==> config.mk <==
export PLATFORM = sky130hd
export DESIGN_NAME = apb_stream_bridge
export DESIGN_NICKNAME = d
export VERILOG_FILES = /design/src/rtl/apb_stream_bridge.sv
export SDC_FILE = /design/constraint.sdc
export NUM_CORES = 1
export LEC_CHECK = 0
export BUFFER_PORTS_ARGS = -buffer_cell sky130_fd_sc_hd__buf_2
export CAP_MARGIN = 10
export CORE_UTILIZATION = 45
export CTS_CLUSTER_DIAMETER = 60
export DETAILED_ROUTE_END_ITERATION = 10
export PLACE_DENSITY = 0.62
export RECOVER_POWER = 25
export SKIP_CTS_REPAIR_TIMING = 1
export SLEW_MARGIN = 20
export SYNTH_ARGS = -nofsm -noshare
export SYNTH_HDL_FRONTEND = slang
export SYNTH_SLANG_ARGS = --single-unit
==> constraint.sdc <==
create_clock -name PCLK -period 7.1 [get_ports PCLK]
set_input_delay 1.42 -clock PCLK [delete_from_list [all_inputs] [get_ports PCLK]]
set_output_delay 1.42 -clock PCLK [all_outputs]
set_load 0.1 [all_outputs]
==> src/rtl/apb_stream_bridge.sv <==
// APB3 slave bridging register accesses to a TX/RX pair of valid/ready streams.
// APB writes to TXDATA feed the outbound stream; the inbound stream is read
// back word by word through RXDATA. Optional wait states stretch each access.
module apb_stream_bridge #(
  parameter int DEPTH = 16,
  parameter int DELAY = 0
) (
  input  logic        PCLK,
  input  logic        PRESET,
  input  logic        PSEL,
  input  logic [31:0] PADDR,
  input  logic        PENABLE,
  input  logic        PWRITE,
  input  logic [31:0] PWDATA,
  output logic [31:0] PRDATA,
  output logic        PREADY,
  output logic        PSLVERR,
  output logic        M_VALID,
  input  logic        M_READY,
  output logic [31:0] M_DATA,
  input  logic        S_VALID,
  output logic        S_READY,
  input  logic [31:0] S_DATA
);

  localparam int AW = $clog2(DEPTH);
  localparam int CW = AW + 1;
  localparam logic [CW-1:0] FULL_CNT = CW'(DEPTH);
  localparam logic [3:0]    DLY      = 4'(DELAY);

  typedef enum logic {IDLE, ACCESS} state_t;

  state_t     state, state_nxt;
  logic [3:0] wcnt, wcnt_nxt;

  logic access, done;
  logic [1:0] reg_sel;
  logic bad_off;
  logic unused_addr;

  logic wr_ok, rd_ok;
  logic wr_tx, wr_rx, wr_stat, wr_ctrl, rd_rx;

  // TX FIFO
  logic [31:0]   tx_mem [DEPTH];
  logic [AW-1:0] tx_wr, tx_rd;
  logic [CW-1:0] tx_cnt;
  logic tx_full, tx_empty, tx_push, tx_pop, tx_flush;

  // RX FIFO
  logic [31:0]   rx_mem [DEPTH];
  logic [AW-1:0] rx_wr, rx_rd;
  logic [CW-1:0] rx_cnt;
  logic rx_full, rx_empty, rx_push, rx_pop, rx_flush;

  // Control and sticky status
  logic tx_en, rx_en;
  logic tx_ovf, rx_unf;
  logic tx_ovf_set, rx_unf_set, tx_ovf_clr, rx_unf_clr;
  logic [31:0] status_word;

  // Access handshake: PREADY is high outside an access and once the wait
  // counter reaches DELAY inside one.
  assign access = PSEL & PENABLE;
  assign PREADY = !access | (wcnt == DLY);
  assign done   = access & PREADY;

  // Address decode: four word registers, anything at or above 0x010 errors.
  assign reg_sel     = PADDR[3:2];
  assign bad_off     = |PADDR[11:4];
  assign unused_addr = ^{PADDR[31:12], PADDR[1:0]};

  assign wr_ok   = done & PWRITE & !bad_off;
  assign rd_ok   = done & !PWRITE & !bad_off;
  assign wr_tx   = wr_ok & (reg_sel == 2'd0);
  assign wr_rx   = wr_ok & (reg_sel == 2'd1);
  assign wr_stat = wr_ok & (reg_sel == 2'd2);
  assign wr_ctrl = wr_ok & (reg_sel == 2'd3);
  assign rd_rx   = rd_ok & (reg_sel == 2'd1);

  // FIFO flags come from the counts as they stand before the edge.
  assign tx_full  = (tx_cnt == FULL_CNT);
  assign tx_empty = (tx_cnt == '0);
  assign rx_full  = (rx_cnt == FULL_CNT);
  assign rx_empty = (rx_cnt == '0);

  assign tx_push  = wr_tx & !tx_full;
  assign tx_pop   = M_VALID & M_READY;
  assign tx_flush = wr_ctrl & PWDATA[2];
  assign rx_push  = S_VALID & S_READY;
  assign rx_pop   = rd_rx & !rx_empty;
  assign rx_flush = wr_ctrl & PWDATA[3];

  assign tx_ovf_set = wr_tx & tx_full;
  assign rx_unf_set = rd_rx & rx_empty;
  assign tx_ovf_clr = wr_stat & PWDATA[4];
  assign rx_unf_clr = wr_stat & PWDATA[5];

  // Streams: TX head falls through; zeroed while empty so reset shows 0.
  assign M_VALID = tx_en & !tx_empty;
  assign M_DATA  = tx_empty ? 32'd0 : tx_mem[tx_rd];
  assign S_READY = rx_en & !rx_full;

  assign status_word = {8'(rx_cnt), 8'(tx_cnt), 10'd0,
                        rx_unf, tx_ovf, rx_empty, rx_full, tx_empty, tx_full};

  // Wait-state FSM and counter registers.
  always_ff @(posedge PCLK) begin
    if (PRESET) begin
      state <= IDLE;
      wcnt  <= 4'd0;
    end else begin
      state <= state_nxt;
      wcnt  <= wcnt_nxt;
    end
  end

  // Next state: count up while the access is stalled, clear on completion
  // or when the master abandons the access.
  always_comb begin
    state_nxt = state;
    wcnt_nxt  = wcnt;
    if (!access) begin
      state_nxt = IDLE;
      wcnt_nxt  = 4'd0;
    end else if (PREADY) begin
      state_nxt = IDLE;
      wcnt_nxt  = 4'd0;
    end else begin
      state_nxt = ACCESS;
      wcnt_nxt  = wcnt + 4'd1;
    end
  end

  // Read data and error response, driven only on the completing cycle.
  always_comb begin
    PRDATA  = 32'd0;
    PSLVERR = 1'b0;
    if (done) begin
      if (bad_off) begin
        PSLVERR = 1'b1;
      end else begin
        case (reg_sel)
          2'd0: PSLVERR = PWRITE & tx_full;
          2'd1: begin
            if (PWRITE) begin
              PSLVERR = 1'b1;
            end else begin
              PSLVERR = rx_empty;
              PRDATA  = rx_empty ? 32'd0 : rx_mem[rx_rd];
            end
          end
          2'd2: if (!PWRITE) PRDATA = status_word;
          default: if (!PWRITE) PRDATA = {30'd0, rx_en, tx_en};
        endcase
      end
    end
  end

  // CTRL enables; flush bits are strobes and never stored.
  always_ff @(posedge PCLK) begin
    if (PRESET) begin
      tx_en <= 1'b0;
      rx_en <= 1'b0;
    end else if (wr_ctrl) begin
      tx_en <= PWDATA[0];
      rx_en <= PWDATA[1];
    end
  end

  // Sticky error bits; a same-cycle set beats a clear.
  always_ff @(posedge PCLK) begin
    if (PRESET) begin
      tx_ovf <= 1'b0;
      rx_unf <= 1'b0;
    end else begin
      tx_ovf <= tx_ovf_set | (tx_ovf & ~tx_ovf_clr);
      rx_unf <= rx_unf_set | (rx_unf & ~rx_unf_clr);
    end
  end

  // TX pointers and count; flush overrides any push or pop.
  always_ff @(posedge PCLK) begin
    if (PRESET || tx_flush) begin
      tx_wr  <= '0;
      tx_rd  <= '0;
      tx_cnt <= '0;
    end else begin
      if (tx_push) tx_wr <= tx_wr + 1'b1;
      if (tx_pop)  tx_rd <= tx_rd + 1'b1;
      case ({tx_push, tx_pop})
        2'b10:   tx_cnt <= tx_cnt + 1'b1;
        2'b01:   tx_cnt <= tx_cnt - 1'b1;
        default: tx_cnt <= tx_cnt;
      endcase
    end
  end

  // TX storage.
  always_ff @(posedge PCLK) begin
    if (tx_push) tx_mem[tx_wr] <= PWDATA;
  end

  // RX pointers and count; flush discards any word arriving that cycle.
  always_ff @(posedge PCLK) begin
    if (PRESET || rx_flush) begin
      rx_wr  <= '0;
      rx_rd  <= '0;
      rx_cnt <= '0;
    end else begin
      if (rx_push) rx_wr <= rx_wr + 1'b1;
      if (rx_pop)  rx_rd <= rx_rd + 1'b1;
      case ({rx_push, rx_pop})
        2'b10:   rx_cnt <= rx_cnt + 1'b1;
        2'b01:   rx_cnt <= rx_cnt - 1'b1;
        default: rx_cnt <= rx_cnt;
      endcase
    end
  end

  // RX storage.
  always_ff @(posedge PCLK) begin
    if (rx_push) rx_mem[rx_wr] <= S_DATA;
  end

endmodule

==> flow_metrics.env, run 1 <==
export IMPL_outcome="finished, final reports clean"
export IMPL_layout_drive_gt1_share_pct=31.9
export IMPL_synthesis_nets=1929
export IMPL_crit_top_cell="buf_2"
export IMPL_place_gp_congestion=0.757
export IMPL_crit_slowest_cell="or4_1"
export IMPL_vias=19200
export IMPL_cts_tree="done"
export IMPL_setup_viol=0
export IMPL_drtPass1Iterations=7
export IMPL_cts_path_max_buffers=3
export IMPL_fillers=6961
export IMPL_yosysTopAreaCell="edfxtp_1"
export IMPL_yosys_warnings=0
export IMPL_rsz0062_at_grt="no"
export IMPL_h_tree_depth=3
export IMPL_max_stage_delay_ns=0.64
export IMPL_ys_types=60
export IMPL_path_cells="buf_2 -> or4_1 -> nor4_4 -> buf_4 -> nand2_1 -> inv_1 -> a22o_1 -> buf_2"
export IMPL_synth_area_top_cells="edfxtp_1, mux4_2, dfxtp_1"
export IMPL_yosysTopAreaCellShare_pct=74.5
export IMPL_critical_path_required_ns=5.68
export IMPL_place_area_um2=43700
export IMPL_drt_iter0_markers=1894
export IMPL_wirelength_um=91200
export IMPL_die_y_um=305
export IMPL_period_needed_ns=5.73
export IMPL_netlist_area_um2=41300
export IMPL_fin_nets=2137
export IMPL_ys_ff_latch=1066
export IMPL_power_density_nw_per_um2=264
export IMPL_min_delay_start="wcnt[0]"
export IMPL_post_route_drc_count=0
export IMPL_ir_worst_vdd_mv=0.197
export IMPL_core_um2=90400
export IMPL_regArea_um2=31600
export IMPL_path_clk_slew_ns=0.06
export IMPL_start_util_pct=45.7
export IMPL_yosysSeqAreaShare_pct=76.5
export IMPL_final_core_util_pct=52.1
export IMPL_die_area_um2=93000
export IMPL_critical_path_class="input pin to primary output"
export IMPL_grt_usage_pct=19.9
export IMPL_ios=171
export IMPL_grt_max_degree=62
export IMPL_cp_arrival_ns=4.31
export IMPL_fin_setup_tns_ns=0
export IMPL_multi_input_comb_area_um2=9450
export IMPL_hold_class="flop to flop"
export IMPL_root_buffer="clkbuf_16"
export IMPL_routedWlPerCell_um=27.8
export IMPL_synth_cells=1808
export IMPL_crit_fanout=27
export IMPL_reg2reg_from="wcnt[0]"
export IMPL_antenna_found_initial=11
export IMPL_slew_headroom_pct=25.6
export IMPL_end_kind="primary output"
export IMPL_power_leakage_nw=14.5
export IMPL_drv_slew=0
export IMPL_vias_per_cell=5.85
export IMPL_chipWidth_um=305
export IMPL_synth_edff_count=1024
export IMPL_max_slew_worst_pin_slew_ns=1.11
export IMPL_cts_buffers=108
export IMPL_grt_pass1_wl_um=134000
export IMPL_min_period_over_period_pct=80.7
export IMPL_max_freq_mhz=175
export IMPL_fp_row_count=110
export IMPL_antenna_left=0
export IMPL_grt_pass1_vias=20000
export IMPL_finalInstanceArea_um2=47100
export IMPL_cts_sinks=1066
export IMPL_insertion_delay_ns=0.68
export IMPL_hold_viol=0
export IMPL_io_buffers=148
export IMPL_cap_violations=0
export IMPL_async_flop_share_pct=0
export IMPL_avgSynthCellArea_um2=22.8
export IMPL_critPathLaunch="PADDR[5]"
export IMPL_clock_skew_ns=0.0229
export IMPL_synth_top_flop_cell="edfxtp_1"
export IMPL_grt_overflow_total=0
export IMPL_areaGrowthSynthToFinish_pct=14.2
export IMPL_cp_start_kind="input pin"
export IMPL_hpwlAfterDp_um=49800
-- cell usage in the layout, fill, tap and decap left out, drive strengths merged, types with 9 or more instances in the layout --
| cell | Yosys | routed |
|---|---|---|
| ha | 18 | 18 |
| and2 | 34 | 34 |
| nand2 | 22 | 22 |
| edfxtp | 1024 | 1024 |
| nor3 | 11 | 11 |
| dfxtp | 42 | 42 |
| xor2 | 14 | 14 |
| mux4 | 319 | 319 |
| clkbuf | 61 | 180 |
| nand3 | 9 | 9 |
| o21ai | 9 | 9 |
| and3 | 17 | 17 |
| clkinv | 0 | 49 |
| inv | 14 | 18 |
| nor2 | 59 | 59 |
| a21oi | 15 | 15 |
| buf | 41 | 155 |
| a22o | 13 | 13 |
-- report_power, final --
group	switching (mW)	total, mW	internal (mW)
logic	0.0933	0.109	0.0152
registers	0.0000154	6.88	6.88
clock network	2.34	5.46	3.12
total	2.43	12.4	10.0
-- flip-flops by register name (all words and copies together), names as in the netlist, named ones only --
name and flops:
tx_mem 512, rx_rd 4, rx_cnt 5, rx_en 1
tx_rd 4, rx_mem 512, rx_wr 4, tx_en 1
tx_cnt 5, tx_ovf 1, rx_unf 1, wcnt 4
tx_wr 4
-- synthesized netlist by cell type, types with 11 or more instances --
library cell and number:
edfxtp_1 1024, a21oi_1 15, xor2_1 14, buf_1 24, ha_1 18, buf_2 14
nor2_1 59, a22o_1 13, inv_1 13, and2_1 34, and3_1 17, mux4_2 319
clkbuf_1 61, dfxtp_1 42, nor3_1 11, nand2_1 22
-- per-stage QoR --
step	cells	worst slack, ns	power (mW)	hold WS (ns)
2_1_floorplan	1808	1.64	7.03	0.430
3_3_place_gp	3081	1.49	7.11	0.443
3_5_place_dp	3081	1.43	7.13	0.453
4_1_cts	3280	1.42	12.5	0.467
5_1_grt	3282	1.31	12.8	0.500
6_report	3283	1.37	12.4	0.467
-- final timing paths --
path,end,slack [ns],cells past startpoint
hold / removal,wcnt[0],0.47,1
setup reg to reg,rx_cnt[2],2.84,14
setup / recovery,PRDATA[4],1.37,8
hold reg to reg,wcnt[0],0.47,1
-- cells by family (layout without fill, tap and decap cells) --
kind of cell / after synthesis / in the layout / share of synthesized area (%)
flops: 1066 / 1066 / 76.5
mux: 328 / 328 / 17.6
simple gates: 196 / 196 / 2.60
buf+inv: 116 / 413 / 1.14
compound gates: 64 / 64 / 1.14
xor+xnor: 20 / 20 / 0.424
fa+ha+maj: 18 / 18 / 0.546
other cells: 0 / 2 / 0
-- worst max-delay path, delay by kind of cell --
kind / cells / cell delay, ns
buffers and inverters: 4 / 1.55
and+or+nand+nor: 3 / 1.00
AOI/OAI and AO/OA: 1 / 0.32
-- per-layer routing --
| metal | part of all wire, % | vias up | track usage, % |
|---|---|---|---|
| li1 | - | 8093 | - |
| met5 | 0.072 | - | 0 |
| met2 | 50 | 652 | 33.1 |
| met3 | 6.0 | 149 | 3.25 |
| met1 | 41 | 10300 | 27.2 |
| met4 | 2.5 | 10 | 5.90 |
-- cell type report --
cell class | instances | area share, %
sequential | 1066 | 67.1
clock buffer | 135 | 5.99
timing repair buffer | 200 | 2.38
antenna | 2 | 0.0106
tap | 1176 | 3.12
clock inverter | 64 | 1.27
multi-input combinational | 626 | 20.0
inverter | 14 | 0.111
Note: power is estimated with default switching activity, not from simulation.
==> inputs of run 2 (changes only) <==
- ABC_AREA: unset -> 1
- clock period: 7.1 -> 5.59 ns (I/O delays scaled with it)
==> flow_metrics.env, run 2 <==
export IMPL_die_y_um=309
export IMPL_r2r_slack_ns=2.42
export IMPL_synth_xor_area_share_pct=0.228
export IMPL_synth_fa_ha_area_share_pct=0.532
export IMPL_async_flop_share_pct=0
export IMPL_io_buffers=148
export IMPL_root_buffer="clkbuf_16"
export IMPL_chipWidth_um=309
export IMPL_layout_common_cells="edfxtp_1, nor2_1, o21ai_0"
export IMPL_power_leakage_nw=15.8
export IMPL_period_needed_ns=4.83
export IMPL_ys_ff_latch=1066
export IMPL_ir_worst_vdd_mv=0.337
export IMPL_regArea_um2=31600
export IMPL_grt_pass1_wl_um=159000
export IMPL_fp_row_count=112
export IMPL_ys_types=43
export IMPL_drt_iter0_markers=2692
export IMPL_cap_violations=0
export IMPL_crit_fanout=228
export IMPL_critical_path_class="flop to primary output"
export IMPL_synth_area_top_cells="edfxtp_1, o21ai_0, nor2_1"
export IMPL_end_kind="primary output"
export IMPL_outcome="finished, final reports clean"
export IMPL_h_tree_depth=3
export IMPL_setup_viol=0
export IMPL_antenna_found_initial=12
export IMPL_r2r_end="rx_mem[8][12]"
export IMPL_grt_max_degree=229
export IMPL_largestRegisters="rx_mem (512), tx_mem (512)"
export IMPL_grt_pass1_vias=25500
export IMPL_antenna_left=0
export IMPL_fin_nets=3493
export IMPL_grt_overflow_total=0
export IMPL_ios=171
export IMPL_yosys_warnings=0
export IMPL_place_gp_congestion=0.777
export IMPL_synth_top_family_by_area="compound AO/OA/AOI/OAI gates"
export IMPL_hold_class="flop to flop"
export IMPL_yosysMostFrequentCell="edfxtp_1"
export IMPL_max_freq_mhz=207
export IMPL_hold_viol=0
export IMPL_power_density_nw_per_um2=335
export IMPL_synth_common_cells="edfxtp_1, nor2_1, o21ai_0"
export IMPL_areaGrowthSynthToFinish_pct=13.6
export IMPL_synth_top_flop_cell="edfxtp_1"
export IMPL_routedWlPerCell_um=22.8
export IMPL_post_route_drc_count=0
export IMPL_cts_buffers=112
export IMPL_start_util_pct=45.4
export IMPL_synthesis_nets=3379
export IMPL_drtPass1Iterations=6
export IMPL_min_period_over_period_pct=86.4
export IMPL_fillers=7943
export IMPL_vias=26900
export IMPL_cts_tree="done"
export IMPL_critical_path_required_ns=4.47
export IMPL_min_path_cells=1
export IMPL_reg2regPathDepth=7
export IMPL_cp_start_kind="flop"
export IMPL_yosysTopAreaCell="edfxtp_1"
export IMPL_wirelength_um=107000
export IMPL_muxShareOfSynthArea_pct=0
export IMPL_min_delay_start="wcnt[0]"
export IMPL_hpwlAfterDp_um=56500
export IMPL_clock_skew_ns=0.0360
export IMPL_rsz0062_at_grt="no"
export IMPL_multi_input_comb_area_um2=9700
export IMPL_max_slew_worst_pin_slew_ns=1.07
export IMPL_core_um2=93200
export IMPL_drv_slew=0
export IMPL_yosysSeqAreaShare_pct=74.7
export IMPL_synth_edff_count=1024
export IMPL_vias_per_cell=5.69
export IMPL_avgSynthCellArea_um2=13.0
export IMPL_cp_arrival_ns=3.71
export IMPL_slew_headroom_pct=28.2
export IMPL_layout_drive_gt1_share_pct=11.7
export IMPL_timing_final_ws_setup_ns=0.761
export IMPL_die_area_um2=95200
export IMPL_path_clk_slew_ns=0.06
export IMPL_synth_cells=3258
export IMPL_cts_sinks=1066
export IMPL_grt_usage_pct=22.3
export IMPL_synth_compound_area_share_pct=12.1
export IMPL_reg2reg_from="rx_cnt[2]"
export IMPL_layout_commonest_cell="edfxtp_1"
export IMPL_netlist_area_um2=42300
export IMPL_worstHoldEndpoint="wcnt[0]"
export IMPL_yosysTopAreaCellShare_pct=72.7
export IMPL_post_place_ws_ns=1.14
export IMPL_insertion_delay_ns=0.70
export IMPL_whs_ns=0.467
export IMPL_synth_simple_gate_area_share_pct=9.53
export IMPL_cts_path_max_buffers=3
export IMPL_fin_setup_tns_ns=0
[run 2: changes by cell type in the layout (fill, tap and decap cells not counted), moves of 96 or more]
cell / delta
nand3_1: +123
nand2_1: +190
nor2_1: +539
o21ai_0: +505
mux4_2: -319
o221ai_1: +96
o22ai_1: +157
[run 2: cell type report]
type / count / share of cell area, %
clock buffers: 132 / 5.99
repair buffers: 218 / 2.68
clock inverters: 75 / 1.51
flip-flops and latches: 1066 / 65.8
inverters: 65 / 0.544
multi-input cells: 1909 / 20.2
well taps: 1254 / 3.27
diodes: 1 / 0.00521
[run 2: critical path: stages, from the launching register on]
cell and delay [ns]:
dfxtp_4 0.58, buf_12 0.67, o21ai_0 0.21, o22ai_1 0.19
nor2_1 0.05, nor2_1 0.10, o21ai_0 0.12, a21oi_1 0.43
buf_2 0.51
[run 2: report_power, final]
group / internal, mW / total (mW) / switching, mW
clock network: 4.09 / 7.22 / 3.13
registers: 8.74 / 8.74 / 0.0000237
logic: 0.0200 / 0.142 / 0.122
total: 12.8 / 16.1 / 3.26
[run 2: per-layer routing]
metal | vias to the layer above | part of all wire (%) | track usage, %
li1 | 12400 | - | -
met1 | 13200 | 41 | 29.3
met2 | 1008 | 49 | 37.0
met3 | 231 | 7.5 | 4.37
met4 | 24 | 3.0 | 7.86
met5 | - | 0.13 | 0
[run 2: kinds of logic after synthesis]
family / count (synthesis)
AOI/OAI and AO/OA: 894
adders and majority gates: 18
buffers and inverters: 283
xor gates and xnor gates: 11
and+or+nand+nor: 986
DFF: 1066
[run 2: worst max-delay path by stage]
stage                    from    endpoint  slack [ns]  cells past startpoint
floorplan           PADDR[11]  PRDATA[27]        0.54                      7
global placement     PADDR[9]  PRDATA[18]        1.15                     10
detailed placement  PADDR[11]  PRDATA[18]        1.14                     10
CTS                      flop   M_DATA[4]        0.73                      8
global route             flop   M_DATA[4]        0.49                      8
finish                   flop   M_DATA[4]        0.76                      8
[run 2: stage by stage]
stage | utilization [%] | area (µm²) | power, mW | std cells
final | 51.5 | 48000 | 16.1 | 4720
after global routing | 51.5 | 48000 | 16.5 | 4719
after CTS | 51.6 | 48100 | 16.2 | 4719
after detailed placement | 47.7 | 44500 | 9.06 | 4512
after global placement | 47.7 | 44500 | 9.05 | 4512
after floorplan | - | 42300 | 8.93 | 3258
